--- config.mk ---
export PLATFORM = sky130hd
export DESIGN_NAME = lcd_cmd_seq
export DESIGN_NICKNAME = d
export VERILOG_FILES = /design/src/rtl/lcd_cmd_seq.sv
export SDC_FILE = /design/constraint.sdc
export NUM_CORES = 1
export LEC_CHECK = 0
export CELL_PAD_IN_SITES_DETAIL_PLACEMENT = 0
export CELL_PAD_IN_SITES_GLOBAL_PLACEMENT = 1
export CORE_UTILIZATION = 42
export CTS_CLUSTER_DIAMETER = 40
export DETAILED_ROUTE_END_ITERATION = 16
export GPL_ROUTABILITY_DRIVEN = 0
export PLACE_DENSITY = 0.83
export SYNTH_ARGS = -nofsm -noshare
export SYNTH_HDL_FRONTEND = slang
export SYNTH_SLANG_ARGS = --single-unit
--- constraint.sdc ---
create_clock -name clk -period 4.8 [get_ports clk]
set_input_delay 0.96 -clock clk [delete_from_list [all_inputs] [get_ports clk]]
set_output_delay 0.96 -clock clk [all_outputs]
set_load 0.03 [all_outputs]
--- src/rtl/lcd_cmd_seq.sv ---
// Host-side command sequencer for the LCD controller: command FIFO, image streaming, result collection.
// Optional COLLECT watchdog is enabled by defining LCD_SEQ_TIMEOUT_EN.
module lcd_cmd_seq #(
  parameter int DEPTH     = 4,
  parameter int IMG_BYTES = 108,
  parameter int OUT_BYTES = 16,
  parameter int TIMEOUT   = 255
) (
  input  logic       clk,
  input  logic       reset,
  input  logic [2:0] h_cmd,
  input  logic       h_valid,
  output logic       h_ready,
  input  logic [7:0] img_data,
  input  logic       img_valid,
  output logic       img_ready,
  output logic [2:0] lcd_cmd,
  output logic       lcd_cmd_valid,
  output logic [7:0] lcd_datain,
  input  logic       lcd_busy,
  input  logic [7:0] lcd_dataout,
  input  logic       lcd_output_valid,
  output logic [7:0] res_data,
  output logic       res_valid,
  output logic       res_last,
  output logic       idle,
  output logic [1:0] err_code,
  input  logic       err_clr
);

  localparam int AW = $clog2(DEPTH);
  localparam int LW = $clog2(IMG_BYTES);

  typedef enum logic [2:0] {IDLE, ISSUE, LOAD, WAIT_BUSY, COLLECT} state_t;

  state_t      state, state_nx;
  logic [2:0]  fifo_mem [DEPTH];
  logic [AW:0] wr_ptr, rd_ptr;
  logic        fifo_empty, fifo_full, push, pop;
  logic [2:0]  head, cur_cmd;
  logic [LW-1:0] load_cnt;
  logic [4:0]  out_cnt, out_cnt_nx;
  logic        collect_valid;
  logic [1:0]  new_err;

  assign fifo_empty = (wr_ptr == rd_ptr);
  assign fifo_full  = (wr_ptr[AW] != rd_ptr[AW]) && (wr_ptr[AW-1:0] == rd_ptr[AW-1:0]);
  assign head       = fifo_mem[rd_ptr[AW-1:0]];
  assign h_ready    = !fifo_full;
  assign push       = h_valid && !fifo_full && (h_cmd != 3'd7);
  assign idle       = (state == IDLE) && fifo_empty;
  assign lcd_cmd    = cur_cmd;

  assign collect_valid = (state == COLLECT) && lcd_output_valid;
  // Saturate so a runaway burst never wraps back onto the last-byte position
  assign out_cnt_nx = (collect_valid && out_cnt != 5'd31) ? out_cnt + 5'd1 : out_cnt;

`ifdef LCD_SEQ_TIMEOUT_EN
  localparam int WW = $clog2(TIMEOUT + 1);
  logic [WW-1:0] wd_cnt;

  always_ff @(posedge clk or negedge reset) begin
    if (!reset) wd_cnt <= '0;
    else if (state == COLLECT && state_nx == COLLECT) wd_cnt <= wd_cnt + 1'b1;
    else wd_cnt <= '0;
  end
`else
  logic [31:0] unused_timeout;
  assign unused_timeout = 32'(TIMEOUT);
`endif

  always_ff @(posedge clk or negedge reset) begin
    if (!reset) state <= IDLE;
    else        state <= state_nx;
  end

  always_comb begin
    state_nx      = state;
    pop           = 1'b0;
    new_err       = 2'd0;
    lcd_cmd_valid = 1'b0;
    img_ready     = 1'b0;
    lcd_datain    = 8'd0;
    case (state)
      IDLE: begin
        // A load is only started once the image source has data ready
        if (!fifo_empty && (head != 3'd0 || img_valid)) begin
          pop      = 1'b1;
          state_nx = ISSUE;
        end
      end
      ISSUE: begin
        lcd_cmd_valid = 1'b1;
        state_nx      = (cur_cmd == 3'd0) ? LOAD : WAIT_BUSY;
      end
      LOAD: begin
        img_ready  = 1'b1;
        lcd_datain = img_valid ? img_data : 8'd0;
        if (!img_valid) new_err = 2'd3;
        if (load_cnt == LW'(IMG_BYTES - 1)) state_nx = COLLECT;
      end
      WAIT_BUSY: begin
        if (lcd_busy) state_nx = COLLECT;
        else begin
          new_err  = 2'd1;
          state_nx = IDLE;
        end
      end
      COLLECT: begin
        if (!lcd_busy) begin
          if (out_cnt_nx != 5'(OUT_BYTES)) new_err = 2'd2;
          state_nx = IDLE;
        end
`ifdef LCD_SEQ_TIMEOUT_EN
        else if (wd_cnt == WW'(TIMEOUT - 1)) begin
          new_err  = 2'd1;
          state_nx = IDLE;
        end
`endif
      end
      default: state_nx = IDLE;
    endcase
  end

  always_ff @(posedge clk) begin
    if (push) fifo_mem[wr_ptr[AW-1:0]] <= h_cmd;
  end

  always_ff @(posedge clk or negedge reset) begin
    if (!reset) begin
      wr_ptr  <= '0;
      rd_ptr  <= '0;
      cur_cmd <= 3'd0;
    end else begin
      if (push) wr_ptr <= wr_ptr + 1'b1;
      if (pop) begin
        rd_ptr  <= rd_ptr + 1'b1;
        cur_cmd <= head;
      end
    end
  end

  always_ff @(posedge clk or negedge reset) begin
    if (!reset) begin
      load_cnt  <= '0;
      out_cnt   <= 5'd0;
      res_data  <= 8'd0;
      res_valid <= 1'b0;
      res_last  <= 1'b0;
    end else begin
      load_cnt  <= (state == LOAD) ? load_cnt + 1'b1 : '0;
      out_cnt   <= (state == COLLECT && state_nx == COLLECT) ? out_cnt_nx : 5'd0;
      res_valid <= collect_valid;
      res_last  <= collect_valid && (out_cnt_nx == 5'(OUT_BYTES));
      if (collect_valid) res_data <= lcd_dataout;
    end
  end

  // First error sticks; a fresh error beats a simultaneous clear
  always_ff @(posedge clk or negedge reset) begin
    if (!reset) err_code <= 2'd0;
    else if (new_err != 2'd0 && (err_code == 2'd0 || err_clr)) err_code <= new_err;
    else if (err_clr) err_code <= 2'd0;
  end

endmodule

# Word level (Yosys, flattened, before mapping)
# Memories as Yosys holds them, arrays and structs flattened.
# Cells that the tools add are included.
word_totals:
  memories: 1
  ramBits: 12
  word_cells: 72
  ff_bits: 36
op_classes:
  addsub: 4
  eq_ne: 13
  n_mux: 24
  reduce_logical: 20
mem_list:
  columns: ["name", "words", "word_bits", "read_ports", "rd_clocked_by_memory_dff", "write_ports", "line", "text"]
  rows:
  - ["fifo_mem", 4, 3, 1, 0, 1, "37", "logic [2:0] fifo_mem [DEPTH];"]
op_table:
  columns: ["op", "count"]
  rows:
  - ["$mux 8", 2]
  - ["$pmux 3 s5", 1]
  - ["$mux 3", 4]
  - ["$logic_and 1x1->1", 10]
  - ["$mux 2", 5]
  - ["$mux 5", 2]
  - ["$ne 5x5->1 const B", 2]
  - ["$mux 1", 8]
  - ["$add 7x1->7 const B", 1]
  - ["$eq 7x7->1 const B", 1]
  - ["$mux 7", 1]
  - ["$add 3x1->3 const B", 2]
  - ["$eq 3x2->1 const B", 2]
  - ["$eq 3x3->1 const B", 2]
  - ["$logic_not 3->1", 2]
  - ["$pmux 2 s3", 1]
  - ["$add 5x1->5 const B", 1]
  - ["$eq 5x5->1 const B", 1]
  - ["$reduce_bool 2->1", 2]
  - ["$eq 3x1->1 const B", 1]
  - ["$eq 3x3->1", 1]
  - ["$ne 3x3->1 const B", 1]
  - ["$reduce_bool 3->1", 1]
  - ["$eq 2x2->1", 1]
  - ["other kinds (4)", 6]

# Depth between registers and ports, before layout
depth:
  depth_word: 11
  depth_mapped: 7

# Worst setup path after synthesis
# Ideal clock, no wire load.
synth_timing:
  path_kind: "register -> output"
  from: "reg state[1]"
  to: "out lcd_datain[1]"
  setup_slack_ns: 2.136
  n_path_buf: 2
  arrival_time_ns: 1.704
  required_ns: 3.840
  path_stages_with_launch: 7
  cell_sequence: "dfrtp_1 -> nor2b_1 -> nand2b_1 -> clkbuf_1 -> inv_1 -> clkbuf_1 -> and3_1"
synth_between:
  elab_chain_len: 2
synth_rtl:
  columns: ["element", "line", "text"]
  rows:
  - ["from (decl)", "36", "state_t state, state_nx;"]
  - ["from (signal assigned)", "74", "else state <= state_nx;"]
  - ["$eq 3x2->1", "84", "case (state)"]
  - ["$mux 8", "84", null]
  - ["to (decl)", "19", "output logic [7:0] lcd_datain,"]
# Every way passes these cells.

# Worst setup path after layout
layout_timing:
  from: "in img_valid"
  to: "out lcd_datain[0]"
layout_between:
  elab_chain_len: 2
layout_rtl:
  columns: ["element", "line", "text"]
  rows:
  - ["from (decl)", "15", "input logic img_valid,"]
  - ["$mux 8", "98", "lcd_datain = img_valid ? img_data : 8'd0;"]
  - ["$mux 8", "84", null]
# Every way passes these cells.

==> results by group <==
Status
  • Status: finished, final reports clean

Worst setup path
  • CP max stage delay: 670 ps
  • Startpoint types: primary input
  • Most used cell, CP: clkdlybuf4s50_1
  • Worst-path fanout max: 10
  • Crit path DAT: 2510 ps
  • Endpoint class of the critical path: output port
  • CP Cell Sequence: clkdlybuf4s50_1 > and3_1 > clkdlybuf4s50_1
  • Req. time, crit path: 3840 ps
  • Setup CP Type: primary input to output port
  • Slowest-stage cell, CP: clkdlybuf4s50_1

Logic synthesis
  • Largest family of logic cells by synthesized area: simple AND/OR/NAND/NOR gates
  • Compound-Gate Fraction of Synth Area: 6.33%
  • Avg Cell Area, Syn: 12.4 um^2
  • Post-synth EDFFs: 12
  • Synthesized net count: 215
  • Most used flip-flop cell after synthesis: dfrtp_1
  • Xor and xnor area share after synthesis: 6.22%
  • Share of the yosys chip area belonging to registers: 56.0%
  • Synth cell types: 41
  • Most common cell in the netlist: dfrtp_1
  • Synth area leader: dfrtp_1
  • Synth top cells by count: 36 x dfrtp_1, 15 x nor2_1, 14 x and3_1
  • Cells after Synth: 181
  • Post-synthesis mux area share: 8.72%
  • Top cells by area, synth: dfrtp_1 40%, edfxtp_1 16%, ha_1 4.4%
  • Yosys reg bits: 48
  • Share of the synthesized area in the top cell type: 40.0%
  • Synth Area in Simple Gates: 15.6%
  • Adder-cell share of the synthesized area: 4.44%
  • Async S/R FF share, synth: 75.0%
  • Synth Cell Area: 2250 um^2
  • Yosys Warn Count: 0

Cells and area
  • Final net count: 271
  • Layout cells sized above 1: 10.9%
  • Area of the multi-input gates: 930 um^2
  • Fill count: 462
  • Diodes inserted: 0
  • Syn-to-layout area delta: 30.1%
  • Layout Cells excl Fill: 308
  • Sequential Area: 1260 um^2

Power and ir drop
  • IR drop worst, VDD: 0.299 mV
  • Clock network fraction of total power: 14.2%
  • Comb pwr share: 46.4%
  • Power Internal: 991 uW
  • NetSw: 636 uW
  • Sw Ratio: 39.1%
  • Leakage power: 0.00127 uW
  • P per Cell Area: 555 nW/um^2
  • Share of power burned in registers: 39.4%

Floorplan
  • Ports: 53
  • Core Box Area: 5140 um^2
  • Die area: 5660 um^2
  • Row Count: 26
  • Die H: 75.2 um
  • Die W: 75.2 um
  • Initial core utilization: 43.8%

Detailed routing
  • Routed WL: 4200 um
  • Vias per cell: 4.91
  • Vias after detailed routing: 1,511
  • 1st-iter DRT viols: 54
  • Pre-antenna DRT Iters: 4
  • DRC violations left: 0
  • Post-DRT Antenna Nets: 0
  • WL/cell: 13.6 um

Clock tree
  • Cts bufs inserted: 5
  • Root Driver: clkbuf_8
  • Clk_lat worst skew: 290 ps
  • CTS tree: built
  • Clk slew on worst S/H paths: 80 ps
  • Hold_buf cts: 0
  • Sink Count: 48
  • CTS H-tree depth: 2
  • Worst-case clock buffer depth: 2
  • Post-CTS Setup Inserts: 0
  • Post-CTS sizing: 0

Timing
  • Fin crit period: 3470 ps
  • Setup_tns: 0 ps
  • Final worst-path cycle share: 72.4%
  • Slew headroom: 49.9%
  • Setup violators final: 0
  • Fmax achieved: 288 MHz
  • Final Hold Viols: 0
  • Worst-margin pin slew: 747 ps
  • Unrepaired setup endpoints after global routing: false
  • Setup skew after layout: 10.9 ps
  • Final-report max-slew violation count: 0

Flow run
  • Max Cap Viol: 0

Global routing
  • Global-route wire length before repair: 6990 um
  • Initial antenna violation count: 0
  • Total GRT Usage: 16.8%
  • Number of global-route vias before repair: 1,494
  • Largest net degree at the start of global routing: 37
  • Remaining global-route overflow: 0

Min path
  • HP Class: flop to flop

Placement
  • Final HPWL DP: 3140 um
  • Dpl cells: 300
  • IO buf count: 52
[path summary, 6_finish.rpt]
kind / depth (start not counted) / to / slack (ps) / start
worst min register to register: 1 / load_cnt[0] / 460 / load_cnt[0]
worst max-delay path: 3 / lcd_datain[0] / 1330 / img_valid
min in group asynchronous: 2 / res_valid / 1070 / reset
worst max register to register: 4 / rd_ptr[1] / 2570 / rd_ptr[0]
max in group asynchronous: 2 / out_cnt[0] / 3400 / reset
worst min-delay path: 1 / load_cnt[0] / 460 / load_cnt[0]
[registers in the layout, summed over array words and instances, names as in the netlist]
| name | cells |
|---|---|
| load_cnt | 7 |
| lcd_cmd | 3 |
| out_cnt | 5 |
| err_code | 2 |
| fifo_mem | 12 |
| state | 3 |
| res_valid | 1 |
| res_last | 1 |
| rd_ptr | 3 |
| res_data | 8 |
| wr_ptr | 3 |
[per-stage QoR]
stage | setup WS, ps | area (um^2) | total power (uW) | utilization [%] | hold slack (ps)
final | 1330 | 2930 | 1630 | 57.0 | 460
after global routing | 1260 | 2930 | 1740 | 57.0 | 502
after CTS | 1300 | 2930 | 1640 | 57.0 | 463
after detailed placement | 1300 | 2840 | 1410 | 55.3 | 451
after global placement | 1350 | 2840 | 1400 | 55.3 | 448
after floorplan | 2140 | 2250 | 1140 | - | 425
[kinds of logic after synthesis]
| family | Yosys count |
|---|---|
| XOR/XNOR | 16 |
| AO/OA/AOI/OAI | 19 |
| buffers and inverters | 14 |
| multiplexers | 14 |
| AND/OR/NAND/NOR | 62 |
| adder cells (fa/ha/maj) | 8 |
| flip-flops | 48 |
[worst max-delay path, delay by kind of cell]
family                 cells  cell delay (ps)
buffers and inverters      2             1340
AND/OR/NAND/NOR            1              220
[per-layer routing]
layer  up-vias  GRT usage, %  share of wire (%)
li1        761             -                  -
met1       711          23.2                 47
met2        37          25.9                 48
met3         2          3.08                3.5
met4         0          7.41               0.71
met5         -             0                  0
[area by class of cell]
type | instances | area share (%)
Clock buffer | 6 | 2.48
Clock inverter | 2 | 0.427
Inverter | 10 | 1.28
Multi-Input combinational cell | 119 | 31.7
Sequential cell | 48 | 43.1
Tap cell | 70 | 2.99
Timing Repair Buffer | 53 | 18.0
[cells in the final DEF (no fill, tap or decap), types with 5 or more instances in the layout]
cell	n
and2_1	8
and3_1	14
clkbuf_8	5
clkdlybuf4s50_1	52
dfrtp_1	36
edfxtp_1	12
ha_1	8
inv_1	10
mux2_2	8
nand3_1	7
nor2_1	15
xnor2_1	8
xor2_1	8
[power by group through the flow]
stage	registers, uW	logic (uW)	clock network (uW)
floorplan	731	410	0
global placement	646	751	0
detailed placement	650	762	0
CTS	643	763	238
global route	660	827	256
finish	641	755	231
Note: power is estimated with default switching activity, not from simulation.
